## config.mk

```make
export PLATFORM = sky130hd
export DESIGN_NAME = program_loader_flat
export DESIGN_NICKNAME = d
export VERILOG_FILES = /design/src/rtl/program_loader_if.sv /design/src/rtl/program_loader.sv /design/src/flat_wrapper.sv
export SDC_FILE = /design/constraint.sdc
export NUM_CORES = 1
export LEC_CHECK = 0
export ABC_AREA = 1
export BUFFER_PORTS_ARGS = -buffer_cell sky130_fd_sc_hd__buf_4
export CORE_AREA = 4 4 60 62
export CTS_BUF_LIST = sky130_fd_sc_hd__clkbuf_8
export DETAILED_ROUTE_END_ITERATION = 10
export DIE_AREA = 0 0 64 66
export GPL_ROUTABILITY_DRIVEN = 0
export GPL_TIMING_DRIVEN = 1
export MAX_ROUTING_LAYER = met4
export PLACE_DENSITY_LB_ADDON = 0.3
export SYNTH_ARGS = -nofsm -noshare
export SYNTH_HDL_FRONTEND = slang
export SYNTH_SLANG_ARGS = --single-unit
```

## constraint.sdc

```tcl
create_clock -name clk -period 1.2 [get_ports clk]
set_input_delay 0.18 -clock clk [delete_from_list [all_inputs] [get_ports clk]]
set_output_delay 0.18 -clock clk [all_outputs]
set_load 0.01 [all_outputs]
```

## src/rtl/program_loader_if.sv

```systemverilog
// program_loader_if: switch/button inputs and instruction-memory write bus of the loader
interface program_loader_if #(
    parameter int DATA_W = 12,
    parameter int ADDR_W = 3
);
    logic              load_mode;
    logic              btn_commit;
    logic              clear;
    logic [DATA_W-1:0] sw_data;
    logic              isexternal;
    logic              IM_we;
    logic [DATA_W-1:0] IM_wd;
    logic [ADDR_W-1:0] IM_wa;
    logic [ADDR_W:0]   words_loaded;
    logic              full;
    logic              overflow;

    modport master (
        output load_mode, btn_commit, clear, sw_data,
        input  isexternal, IM_we, IM_wd, IM_wa, words_loaded, full, overflow
    );

    modport slave (
        input  load_mode, btn_commit, clear, sw_data,
        output isexternal, IM_we, IM_wd, IM_wa, words_loaded, full, overflow
    );
endinterface

```

## src/rtl/program_loader.sv

```systemverilog
// program_loader: debounced-pushbutton loader that fills instruction memory sequentially from switches
module program_loader #(
    parameter int DATA_W          = 12,
    parameter int DEPTH           = 8,
    parameter int ADDR_W          = 3,
    parameter int DEBOUNCE_CYCLES = 16
) (
    input  logic             clk,
    input  logic             reset,
    program_loader_if.slave  bus
);
    localparam int CNT_W = $clog2(DEBOUNCE_CYCLES);
    localparam logic [ADDR_W:0] FULL_CNT = (ADDR_W+1)'(DEPTH);

    typedef enum logic [1:0] {IDLE, ARMED, WRITE, FULL} state_t;

    state_t            state_q, state_d;
    logic              sync1_q, sync2_q, stable_q;
    logic [CNT_W-1:0]  cnt_q;
    logic [ADDR_W-1:0] wa_q, wa_d;
    logic [DATA_W-1:0] wd_q, wd_d;
    logic [ADDR_W:0]   wl_q, wl_d;
    logic              ovf_q, ovf_d;
    logic              clr_pend_q;
    logic              mismatch, flip, press, clr;

    assign mismatch = sync2_q != stable_q;
    assign flip     = mismatch && cnt_q == CNT_W'(DEBOUNCE_CYCLES - 1);
    assign press    = flip && sync2_q;
    // a clear seen during WRITE is held one cycle so the write is never cut short
    assign clr      = bus.clear | clr_pend_q;

    // two-flop synchronizer followed by a consecutive-mismatch debounce counter
    always_ff @(posedge clk or negedge reset) begin
        if (!reset) begin
            sync1_q  <= 1'b0;
            sync2_q  <= 1'b0;
            stable_q <= 1'b0;
            cnt_q    <= '0;
        end else begin
            sync1_q <= bus.btn_commit;
            sync2_q <= sync1_q;
            cnt_q   <= (mismatch && !flip) ? cnt_q + 1'b1 : '0;
            if (flip) stable_q <= sync2_q;
        end
    end

    // state and write-bus registers
    always_ff @(posedge clk or negedge reset) begin
        if (!reset) begin
            state_q    <= IDLE;
            wa_q       <= '0;
            wd_q       <= '0;
            wl_q       <= '0;
            ovf_q      <= 1'b0;
            clr_pend_q <= 1'b0;
        end else begin
            state_q    <= state_d;
            wa_q       <= wa_d;
            wd_q       <= wd_d;
            wl_q       <= wl_d;
            ovf_q      <= ovf_d;
            clr_pend_q <= state_q == WRITE && bus.clear;
        end
    end

    // session sequencing: clear beats press beats load_mode drop
    always_comb begin
        state_d = state_q;
        wa_d    = wa_q;
        wd_d    = wd_q;
        wl_d    = wl_q;
        ovf_d   = 1'b0;
        case (state_q)
            IDLE: begin
                if (bus.load_mode || clr) begin
                    wa_d = '0;
                    wl_d = '0;
                end
                if (bus.load_mode) state_d = ARMED;
            end
            ARMED: begin
                if (clr) begin
                    wa_d = '0;
                    wl_d = '0;
                end else if (press) begin
                    state_d = WRITE;
                    wd_d    = bus.sw_data;
                end else if (!bus.load_mode) begin
                    state_d = IDLE;
                end
            end
            WRITE: begin
                wa_d    = wa_q + 1'b1;
                wl_d    = wl_q + 1'b1;
                state_d = (wl_d == FULL_CNT) ? FULL : (bus.load_mode ? ARMED : IDLE);
            end
            FULL: begin
                if (clr) begin
                    wa_d    = '0;
                    wl_d    = '0;
                    state_d = ARMED;
                end else if (press) begin
                    ovf_d = 1'b1;
                end else if (!bus.load_mode) begin
                    state_d = IDLE;
                end
            end
            default: state_d = IDLE;
        endcase
    end

    assign bus.isexternal   = state_q != IDLE;
    assign bus.IM_we        = state_q == WRITE;
    assign bus.IM_wd        = wd_q;
    assign bus.IM_wa        = wa_q;
    assign bus.words_loaded = wl_q;
    assign bus.full         = wl_q == FULL_CNT;
    assign bus.overflow     = ovf_q;
endmodule

```

## src/flat_wrapper.sv

```systemverilog
// flat-port wrapper written by rule: the top's interface ports become plain ports
module program_loader_flat 
#(
    parameter int DATA_W          = 12,
    parameter int DEPTH           = 8,
    parameter int ADDR_W          = 3,
    parameter int DEBOUNCE_CYCLES = 16
)
  (clk, reset, bus_load_mode, bus_btn_commit, bus_clear, bus_sw_data, bus_isexternal, bus_IM_we, bus_IM_wd, bus_IM_wa, bus_words_loaded, bus_full, bus_overflow);
  program_loader_if #(.DATA_W(DATA_W), .ADDR_W(ADDR_W)) bus_i ();
  input  logic clk;
  input  logic reset;
  input wire logic [$bits(bus_i.load_mode)-1:0] bus_load_mode;
  input wire logic [$bits(bus_i.btn_commit)-1:0] bus_btn_commit;
  input wire logic [$bits(bus_i.clear)-1:0] bus_clear;
  input wire logic [$bits(bus_i.sw_data)-1:0] bus_sw_data;
  output wire logic [$bits(bus_i.isexternal)-1:0] bus_isexternal;
  output wire logic [$bits(bus_i.IM_we)-1:0] bus_IM_we;
  output wire logic [$bits(bus_i.IM_wd)-1:0] bus_IM_wd;
  output wire logic [$bits(bus_i.IM_wa)-1:0] bus_IM_wa;
  output wire logic [$bits(bus_i.words_loaded)-1:0] bus_words_loaded;
  output wire logic [$bits(bus_i.full)-1:0] bus_full;
  output wire logic [$bits(bus_i.overflow)-1:0] bus_overflow;
  assign bus_i.load_mode = bus_load_mode;
  assign bus_i.btn_commit = bus_btn_commit;
  assign bus_i.clear = bus_clear;
  assign bus_i.sw_data = bus_sw_data;
  assign bus_isexternal = bus_i.isexternal;
  assign bus_IM_we = bus_i.IM_we;
  assign bus_IM_wd = bus_i.IM_wd;
  assign bus_IM_wa = bus_i.IM_wa;
  assign bus_words_loaded = bus_i.words_loaded;
  assign bus_full = bus_i.full;
  assign bus_overflow = bus_i.overflow;
  program_loader #(.DATA_W(DATA_W), .DEPTH(DEPTH), .ADDR_W(ADDR_W), .DEBOUNCE_CYCLES(DEBOUNCE_CYCLES)) u_core (.clk(clk), .reset(reset), .bus(bus_i));
endmodule
```

* After elaboration in Yosys (flattened, before gate mapping)
Cells that the tools add are included.
Word-level totals: register bits 30
Cells by class: equality and inequality tests 12, muxes and demuxes 19, reductions and logical operators 12, add/sub/neg operators 3, bitwise logic cells 2
Operators with widths (number):
- $mux W2 | 7
- $eq A4 B4 Y1 const B | 3
- $mux W4 | 3
- $pmux W4 S3 | 1
- $pmux W3 S3 | 1
- $add A4 B1 Y4 const B | 2
- $pmux W2 S4 | 1
- $mux W3 | 2
- $reduce_and A3 Y1 | 2
- $eq A2 B2 Y1 const B | 2
- $logic_and A1 B1 Y1 | 4
- $mux W1 | 4
- $ne A2 B1 Y1 const B | 2
- $ne A2 B2 Y1 const B | 2
- $add A3 B1 Y3 const B | 1
- $ne A3 B3 Y1 const B | 1
- $eq A2 B1 Y1 const B | 1
- $logic_not A2 Y1 | 1
- $reduce_and A2 Y1 | 1
- $reduce_bool A2 Y1 | 1
- $reduce_or A2 Y1 | 1
- $logic_not A1 Y1 | 1
- $logic_or A1 B1 Y1 | 1
- $ne A1 B1 Y1 | 1
- 2 further kinds | 2

* Depth between registers and ports, before layout
Gate-level depths: netlist of run 1.
depth in word-level cells 6, depth in mapped cells 9, gate-level depth less buffers 9

* Worst setup path before layout of run 1
Ideal clock, no wire load.
path kind reg2reg, start point register u_core.cnt_q[0], end point register u_core.wd_q[0] (netlist: u_core.bus.IM_wd[0]), data arrival time 1.148 ns, stages on the path, launching flop included 8, path buffers 1, data required time 1.082 ns, library setup time 0.118 ns, path slack -0.066 ns, cells stage by stage dfrtp_1 > ha_1 > nand3_2 > nor2_4 > nand3_4 > buf_6 > nand2_1 > o21ai_2
On the way: cells in the longest elaborated chain, start to end 4
Ends and longest elaborated chain:
- from (decl) | line program_loader.sv:19 | logic [CNT_W-1:0] cnt_q;
- from (signal assigned) | line program_loader.sv:43 | cnt_q <= (mismatch && !flip) ? cnt_q + 1'b1 : '0;
- $eq A4 B4 Y1 | line program_loader.sv:28 | assign flip = mismatch && cnt_q == CNT_W'(DEBOUNCE_CYCLES - 1);
- $logic_and A1 B1 Y1 | line program_loader.sv:28
- $logic_and A1 B1 Y1 | line program_loader.sv:29 | assign press = flip && sync2_q;
- $reduce_and A3 Y1 (no line)
- to (signal assigned) | line program_loader.sv:60 | wd_q <= wd_d;
- to (decl) | line program_loader.sv:21 | logic [DATA_W-1:0] wd_q, wd_d;
Every way passes these cells. A chain may end at the register's enable or synchronous reset.

* Worst setup path in the final report of run 1
start point register u_core.wl_q[0] (netlist: u_core.bus.words_loaded[0]), end point output bus_full
On the way: cells in the longest elaborated chain, start to end 1
Ends and longest elaborated chain:
- from (decl) | line program_loader.sv:22 | logic [ADDR_W:0] wl_q, wl_d;
- from (signal assigned) | line program_loader.sv:61 | wl_q <= wl_d;
- $eq A4 B4 Y1 | line program_loader.sv:118 | assign bus.full = wl_q == FULL_CNT;
- to (decl) | line flat_wrapper.sv:22 | output wire logic [$bits(bus_i.full)-1:0] bus_full;
Every way passes these cells.

==> results of run 1 <==
-- sequential cells by signal, indices dropped and copies added (netlist names) --
signal / flops
u_core.state_q: 2
u_core.clr_pend_q: 1
u_core.sync2_q: 1
u_core.bus.IM_wd: 12
u_core.sync1_q: 1
u_core.stable_q: 1
u_core.bus.IM_wa: 3
u_core.bus.overflow: 1
u_core.bus.words_loaded: 4
u_core.cnt_q: 4
-- final timing paths --
path,start,endpoint,slack [ns],cells after the start
max,u_core.bus.words_loaded[0],bus_full,-0.20,5
min,bus_sw_data[11],u_core.bus.IM_wd[11],0.14,3
min in group asynchronous,reset,u_core.cnt_q[3],0.35,2
max reg2reg,u_core.cnt_q[0],u_core.bus.IM_wd[2],-0.16,7
max in group asynchronous,reset,u_core.bus.IM_wa[0],0.56,2
min reg2reg,u_core.sync1_q,u_core.sync2_q,0.36,0
-- stage by stage --
stage | utilization (%) | worst slack (ns) | hold slack (ns)
global route | 78.5 | -0.255 | 0.139
finish | 78.5 | -0.200 | 0.141
floorplan | - | -0.0452 | -0.116
detailed placement | 61.6 | -0.107 | 0.131
CTS | 70.4 | -0.113 | 0.145
global placement | 61.6 | -0.0717 | 0.125
-- critical path, delay by kind of cell (launching register included) --
kind / cells / cell delay (ns)
flops: 1 / 0.42
buf+inv: 2 / 0.22
fa+ha+maj: 1 / 0.13
simple gates: 2 / 0.16
-- placed cells by master (no fill, tap or decap) --
master / netlist / routed
buf_4: 0 / 55
dfrtp_1: 30 / 30
inv_1: 30 / 26
nand2_1: 32 / 17
o21ai_2: 12 / 16
nor2_1: 15 / 12
buf_6: 2 / 11
nand2_4: 0 / 9
nand2_2: 2 / 8
clkbuf_8: 0 / 8
inv_2: 3 / 6
nor2_2: 2 / 4
nor2_4: 2 / 3
nand3_1: 5 / 3
a21oi_1: 4 / 3
nand3_4: 1 / 2
nand3_2: 1 / 2
xnor2_1: 2 / 2
ha_4: 0 / 2
clkbuf_16: 0 / 2
dlygate4sd3_1: 0 / 2
nor3b_1: 1 / 1
xor2_1: 2 / 1
inv_4: 0 / 1
a22o_1: 1 / 1
o21ai_1: 0 / 1
xor2_2: 0 / 1
a21oi_2: 0 / 1
o22ai_2: 0 / 1
ha_2: 0 / 1
ha_1: 4 / 1
buf_12: 0 / 1
-- layout make-up --
| cell class | instances | area share [%] |
|---|---|---|
| Timing Repair Buffer | 71 | 26.4 |
| Sequential cell | 30 | 31.6 |
| Multi-Input combinational cell | 92 | 29.8 |
| Inverter | 33 | 5.32 |
| Clock buffer | 8 | 4.63 |
| Tap cell | 44 | 2.32 |
-- routing by layer --
metal  wire [µm]  share of wire (%)  track usage (%)  up-vias
li1            -                  -                -      632
met1        1600                 42             20.2      641
met5           0                  0                -        -
met4         109                2.8             8.89        0
met2        1900                 50             26.5       53
met3         219                5.7             5.78       12
-- cells by family after synthesis --
family,Yosys count
compound gates,23
flops,30
fa+ha+maj,4
simple gates,61
xor+xnor,4
buf+inv,35
-- report_power, final --
| group | internal [W] | switching, W | leakage [nW] |
|---|---|---|---|
| Clock | 0.000578 | 0.000381 | 0.0575 |
| Sequential | 0.00104 | 0.0000311 | 0.407 |
| Combinational | 0.000255 | 0.000252 | 0.761 |
| Total | 0.00188 | 0.000664 | 1.23 |
-- timing repair --
action                                 4_1_cts  5_1_grt
pin swaps                                    4        7
endpoints found under the hold margin       31        0
resized for setup                           21       39
setup endpoints to repair                   17       28
cloned                                       0        3
hold buffers                                 2        0
buffers inserted                            11        7
==> metrics.md, run 1 <==
| Metric | Value |
|---|---|
| Outcome | `complete, but fails checks` |
| Failing checks | `negative setup slack` |
| P per Cell Area | `1070 nW/µm²` |
| Layout net count | `254` |
| Core Area | `3030 µm²` |
| Largest net degree at the start of global routing | `31` |
| Share of layout cells above drive strength 1 | `57.3%` |
| Iteration-0 DRC Markers | `61` |
| IO Count | `40` |
| Mux contribution to synthesized area | `0%` |
| Syn-to-layout area delta | `66.0%` |
| Iteration count of the initial detailed-routing pass | `4` |
| Worst-Margin Slew | `0.381 ns` |
| CTS buffer count | `5` |
| DRC violations left | `0` |
| Synth Area in Compound Gates | `11.5%` |
| Clock Skews | `0.00814 ns` |
| Number of max-cap violations | `0` |
| Multi-input gate area | `707 µm²` |
| Hold Violations, Final | `0` |
| Initial Utilization | `47.3%` |
| IO buf count | `39` |
| Post-Synth Simple-Gate Area | `19.8%` |
| Grt total ovfl | `0` |
| Worst Hold Class | `in -> reg` |
| Design area | `2380 µm²` |
| Antenna violations before repair | `0` |
| Type of destination of the critical path | `output port` |
| Clk sink count | `30` |
| Cell Area, Synth | `1430 µm²` |
| GRT Util Overall | `17.3%` |
| CTS tree | `done` |
| Register bit total from synthesis | `30` |
| Post-DP HPWL | `2090 µm` |
| Die W | `64 µm` |
| Max-slew violation count | `0` |
| Die ar. | `4220 µm²` |
| CTS Root Cell | `clkbuf_8` |
| Worst EP arrival | `1.22 ns` |
| Synth unique cells | `21` |
| Vias in the first global route | `1233` |
| Yosys top cell by area | `dfrtp_1` |
| CTS max path bufs | `2` |
| Layout fillers | `172` |
| Yosys top cell area share | `52.4%` |
| Tmin final | `1.40 ns` |
| Clock transition at the registers of the reported paths | `0.07 ns` |
| WL/cell | `13.8 µm` |
| Post-Syn Nets | `178` |
| Fin Setup TNS | `-2.72 ns` |
| Register cell area after layout | `751 µm²` |
| # setup viols final | `24` |
| Top FF cell, synth | `dfrtp_1` |
| Total power | `0.00254 W` |
| Mean cell area of the mapped netlist | `9.12 µm²` |
| Row count | `20` |
| Xor and xnor area share after synthesis | `2.45%` |
| Crit-path slowest cell | `dfrtp_1` |
| Most frequent cell after synthesis | `nand2_1` |
| Seq/Total Area, Yosys | `52.4%` |
| Synth Instances | `157` |
| Post-Synth Adder-Cell Area | `3.50%` |
| Setup ws final | `-0.200 ns` |
| CP max FO | `2` |
| Slew headroom | `74.6%` |
| Critical path class | `reg -> out` |
| H-tree depth | `2` |
| Period utilization | `117%` |
| EDFF count, synth | `0` |
| First-pass GRT wire length | `5400 µm` |
| Post-synth ARST share | `100%` |
| Crit-path cells | `inv_2, ha_4, nand2_2, nor2_2, buf_4` |
| Worst Setup Start Kind | `flip-flop` |
| Skew-Pair Late Insertion Delay | `0.29 ns` |
| Total Wirelength | `3830 µm` |
| Main combinational cell family by area after synthesis | `simple AND/OR/NAND/NOR gates` |
| Ranking of synthesized cells by area | `dfrtp_1, nand2_1, inv_1` |
| Peak supply drop | `0.745 mV` |
| FMAX | `714 MHz` |
| Inserted Diodes | `0` |
| Placed cell areas | `1860 µm²` |
| Detail Route Antenna Nets | `0` |
| Routed via count | `1338` |
| YS warnings | `0` |
| Die Y | `66 µm` |
| RSZ-0062 raised after global routing | `true` |
| Placed Instances | `248` |
| Top cells by count, synth | `nand2_1, dfrtp_1, inv_1, nor2_1, o21ai_2` |
| CP peak stage delay | `0.42 ns` |
| Leakage power | `1.23 nW` |
| Vias/cell | `4.81` |
| CP Data Required Time | `1.02 ns` |
| Fin cells | `278` |
No activity file was read; power rests on OpenSTA's default activity.
==> run 2, diff against run 1 <==
- BUFFER_PORTS_ARGS: -buffer_cell sky130_fd_sc_hd__buf_4 -> -buffer_cell sky130_fd_sc_hd__buf_2
- CORE_AREA: 4 4 60 62 -> 4 4 59 61
- DIE_AREA: 0 0 64 66 -> 0 0 63 65
- PLACE_DENSITY: unset -> 0.73
- PLACE_DENSITY_LB_ADDON: 0.3 -> unset
- clock period: 1.2 -> 1.4 ns (I/O delays scaled with it)
==> run 2 against run 1 <==
Critical path type unchanged. Largest power group unchanged. Highest routed layer unchanged. Non-clock buffer count shrank 24. Worst hold slack lost 0.098 ns. Power shrank 27%. Worst setup slack gained 0.21 ns. The run now ends clean. Sequential cell count is the same. Clock skew is essentially flat. Via count shrank 11%. Routed wire length shrank 16%. Clock power shrank 29%.
==> metrics.md, run 2 (synthesis results as in run 1) <==
| Metric | Value |
|---|---|
| Max-slew violation count | `0 (unchanged)` |
| CP max FO | `4 (+2)` |
| Die W | `63 µm (-1.6%)` |
| # setup viols final | `0 (-100%)` |
| Grt total ovfl | `0 (unchanged)` |
| Outcome | `completed` |
| Critical path class | `reg -> out` |
| IO Count | `40 (unchanged)` |
| CTS Root Cell | `clkbuf_8` |
| Vias in the first global route | `1277 (+3.6%)` |
| Slew headroom | `56.5% (-18 points)` |
| Core Area | `2980 µm² (-1.7%)` |
| Total power | `0.00187 W (-27%)` |
| CTS tree | `done` |
| CP Data Required Time | `1.19 ns (+0.17 ns)` |
| Worst EP arrival | `1.18 ns (-0.04 ns)` |
| Die ar. | `4100 µm² (-3.1%)` |
| Worst reg2reg path depth | `7 (unchanged)` |
| Clk sink count | `30 (unchanged)` |
| Register cell area after layout | `752 µm² (+0.17%)` |
| Initial Utilization | `48.1% (+0.79 points)` |
| Row count | `20 (unchanged)` |
| Fin cells | `244 (-12%)` |
| Max FFs per register | `12 (unchanged)` |
| IO buf count | `39 (unchanged)` |
| Final core utilization | `64.8% (-14 points)` |
| FMAX | `717 MHz` |
| Multi-input gate area | `649 µm² (-8.1%)` |
| RSZ-0062 raised after global routing | `true` |
| Vias/cell | `4.87 (+1.2%)` |
| Number of max-cap violations | `0 (unchanged)` |
| Type of destination of the critical path | `output port` |
| Iteration count of the initial detailed-routing pass | `4 (unchanged)` |
| Share of layout cells above drive strength 1 | `42.7% (-15 points)` |
| Hold Violations, Final | `0 (unchanged)` |
| Worst Setup Start Kind | `flip-flop` |
| Iteration-0 DRC Markers | `63 (+3.3%)` |
| Antenna violations before repair | `0 (unchanged)` |
| Clock Skews | `0.00856 ns (+0.000422 ns)` |
| Crit-path cells | `inv_2, ha_4, nand2_1, nor2_1, buf_2` |
| Worst-Margin Slew | `0.653 ns (+0.272 ns)` |
| Placed cell areas | `1650 µm² (-12%)` |
| First-pass GRT wire length | `5730 µm (+6.2%)` |
| Total Wirelength | `3200 µm (-16%)` |
| Syn-to-layout area delta | `34.8%` |
| Most frequent cells in the layout | `buf_2, dfrtp_1, nand2_1` |
| DRC violations left | `0 (unchanged)` |
| Tmin final | `1.39 ns` |
| CTS max path bufs | `2 (unchanged)` |
| Skew-Pair Late Insertion Delay | `0.28 ns (about the same)` |
| Most common cell after layout, fill and taps aside | `buf_2` |
| Hold Crit Depth | `1 (-2)` |
| Clock share of power | `36.5% (-1.3 points)` |
| CTS buffer count | `5 (unchanged)` |
| Switching Fraction | `27.0% (+0.89 points)` |
| Die Y | `65 µm (-1.5%)` |
| Leakage power | `1.04 nW (-15%)` |
| Switch Pwr | `0.000504 W (-24%)` |
| P per Cell Area | `967 nW/µm² (-9.5%)` |
| Comb power frac | `13.7% (-6.3 points)` |
| Largest net degree at the start of global routing | `31 (unchanged)` |
| Pint | `0.00136 W (-27%)` |
| GRT Util Overall | `18.3% (+1.1 points)` |
| Sequential power share | `49.7% (+7.4 points)` |
| WL/cell | `13.1 µm (-4.8%)` |
| Peak supply drop | `0.717 mV (-3.8%)` |
| Design area | `1930 µm² (-19%)` |
| Crit-path slowest cell | `dfrtp_1` |
| Post-DP HPWL | `2070 µm (-0.95%)` |
| H-tree depth | `2 (unchanged)` |
| CP peak stage delay | `0.42 ns (about the same)` |
| Hold_ws | `0.0426 ns (-0.0980 ns)` |
| Clock transition at the registers of the reported paths | `0.06 ns (about the same)` |
| Period utilization | `99.6%` |
| Worst Hold Class | `in -> reg` |
| Inserted Diodes | `0 (unchanged)` |
| Routed via count | `1188 (-11%)` |
| Layout fillers | `240 (+40%)` |
| Layout net count | `233 (-8.3%)` |
| Placed Instances | `227 (-8.5%)` |
| Detail Route Antenna Nets | `0 (unchanged)` |
## run 2: changes by cell type in the layout (fill, tap and decap cells not counted), sizes merged
cell / previous run / this run
buf: 67 / 46
dlygate4sd3: 2 / 1
clkbuf: 10 / 6
clkinvlp: 0 / 1
inv: 33 / 32
nand3: 7 / 10
## run 2: worst paths after layout
path | start | to | slack [ns]
max in group asynchronous | reset | u_core.state_q[1] | 0.44
min in group asynchronous | reset | u_core.stable_q | 0.50
min reg2reg | u_core.sync1_q | u_core.sync2_q | 0.34
max | u_core.bus.words_loaded[1] | bus_full | 0.005
min | bus_btn_commit | u_core.sync1_q | 0.04
max reg2reg | u_core.cnt_q[0] | u_core.bus.IM_wd[11] | 0.08
## run 2: critical path, delay by kind of cell, from the launching register on
family	cells	cell delay [ns]
flip-flops	1	0.42
buffers and inverters	2	0.22
AND/OR/NAND/NOR	2	0.14
adder cells (fa/ha/maj)	1	0.12
## run 2: cell type report
| cell class | instances | area share [%] |
|---|---|---|
| Inverter | 33 | 6.61 |
| Tap cell | 33 | 2.14 |
| Timing Repair Buffer | 47 | 14.3 |
| Multi-Input combinational cell | 95 | 33.7 |
| Clock buffer | 6 | 4.28 |
| Sequential cell | 30 | 39.0 |
## run 2: what timing repair did
item                                    4_1_cts  5_1_grt
hold buffers                                  1        0
resized for setup                             7       15
pin swaps                                     3        7
setup buffers                                 4        3
endpoints found under the hold margin        30        0
cloned                                        3        0
endpoints found under the setup margin       13       18
## run 2: power by group through the flow
| stage | sequential (W) | combinational, W | clock, W |
|---|---|---|---|
| 4_1_cts | 0.000925 | 0.000231 | 0.000687 |
| 3_5_place_dp | 0.000939 | 0.000195 | 0 |
| 3_3_place_gp | 0.000936 | 0.000188 | 0 |
| 6_report | 0.000928 | 0.000256 | 0.000682 |
| 2_1_floorplan | 0.000937 | 0.000116 | 0 |
| 5_1_grt | 0.000930 | 0.000291 | 0.000734 |
## run 2: stage by stage
step | TNS (ns) | setup WS, ns
final | 0 | 0.00517
after floorplan | 0 | 0.134
after global routing | -0.0938 | -0.0429
after global placement | -0.334 | -0.0323
after detailed placement | -1.09 | -0.113
after CTS | 0 | 0.00463
## run 2: metal layers
layer	wire length (µm)	up-vias	global-route usage, %
met3	147	7	3.99
met1	1400	556	21.8
met4	55	0	8.54
met2	1590	34	29.8
li1	-	591	-
met5	0	-	-
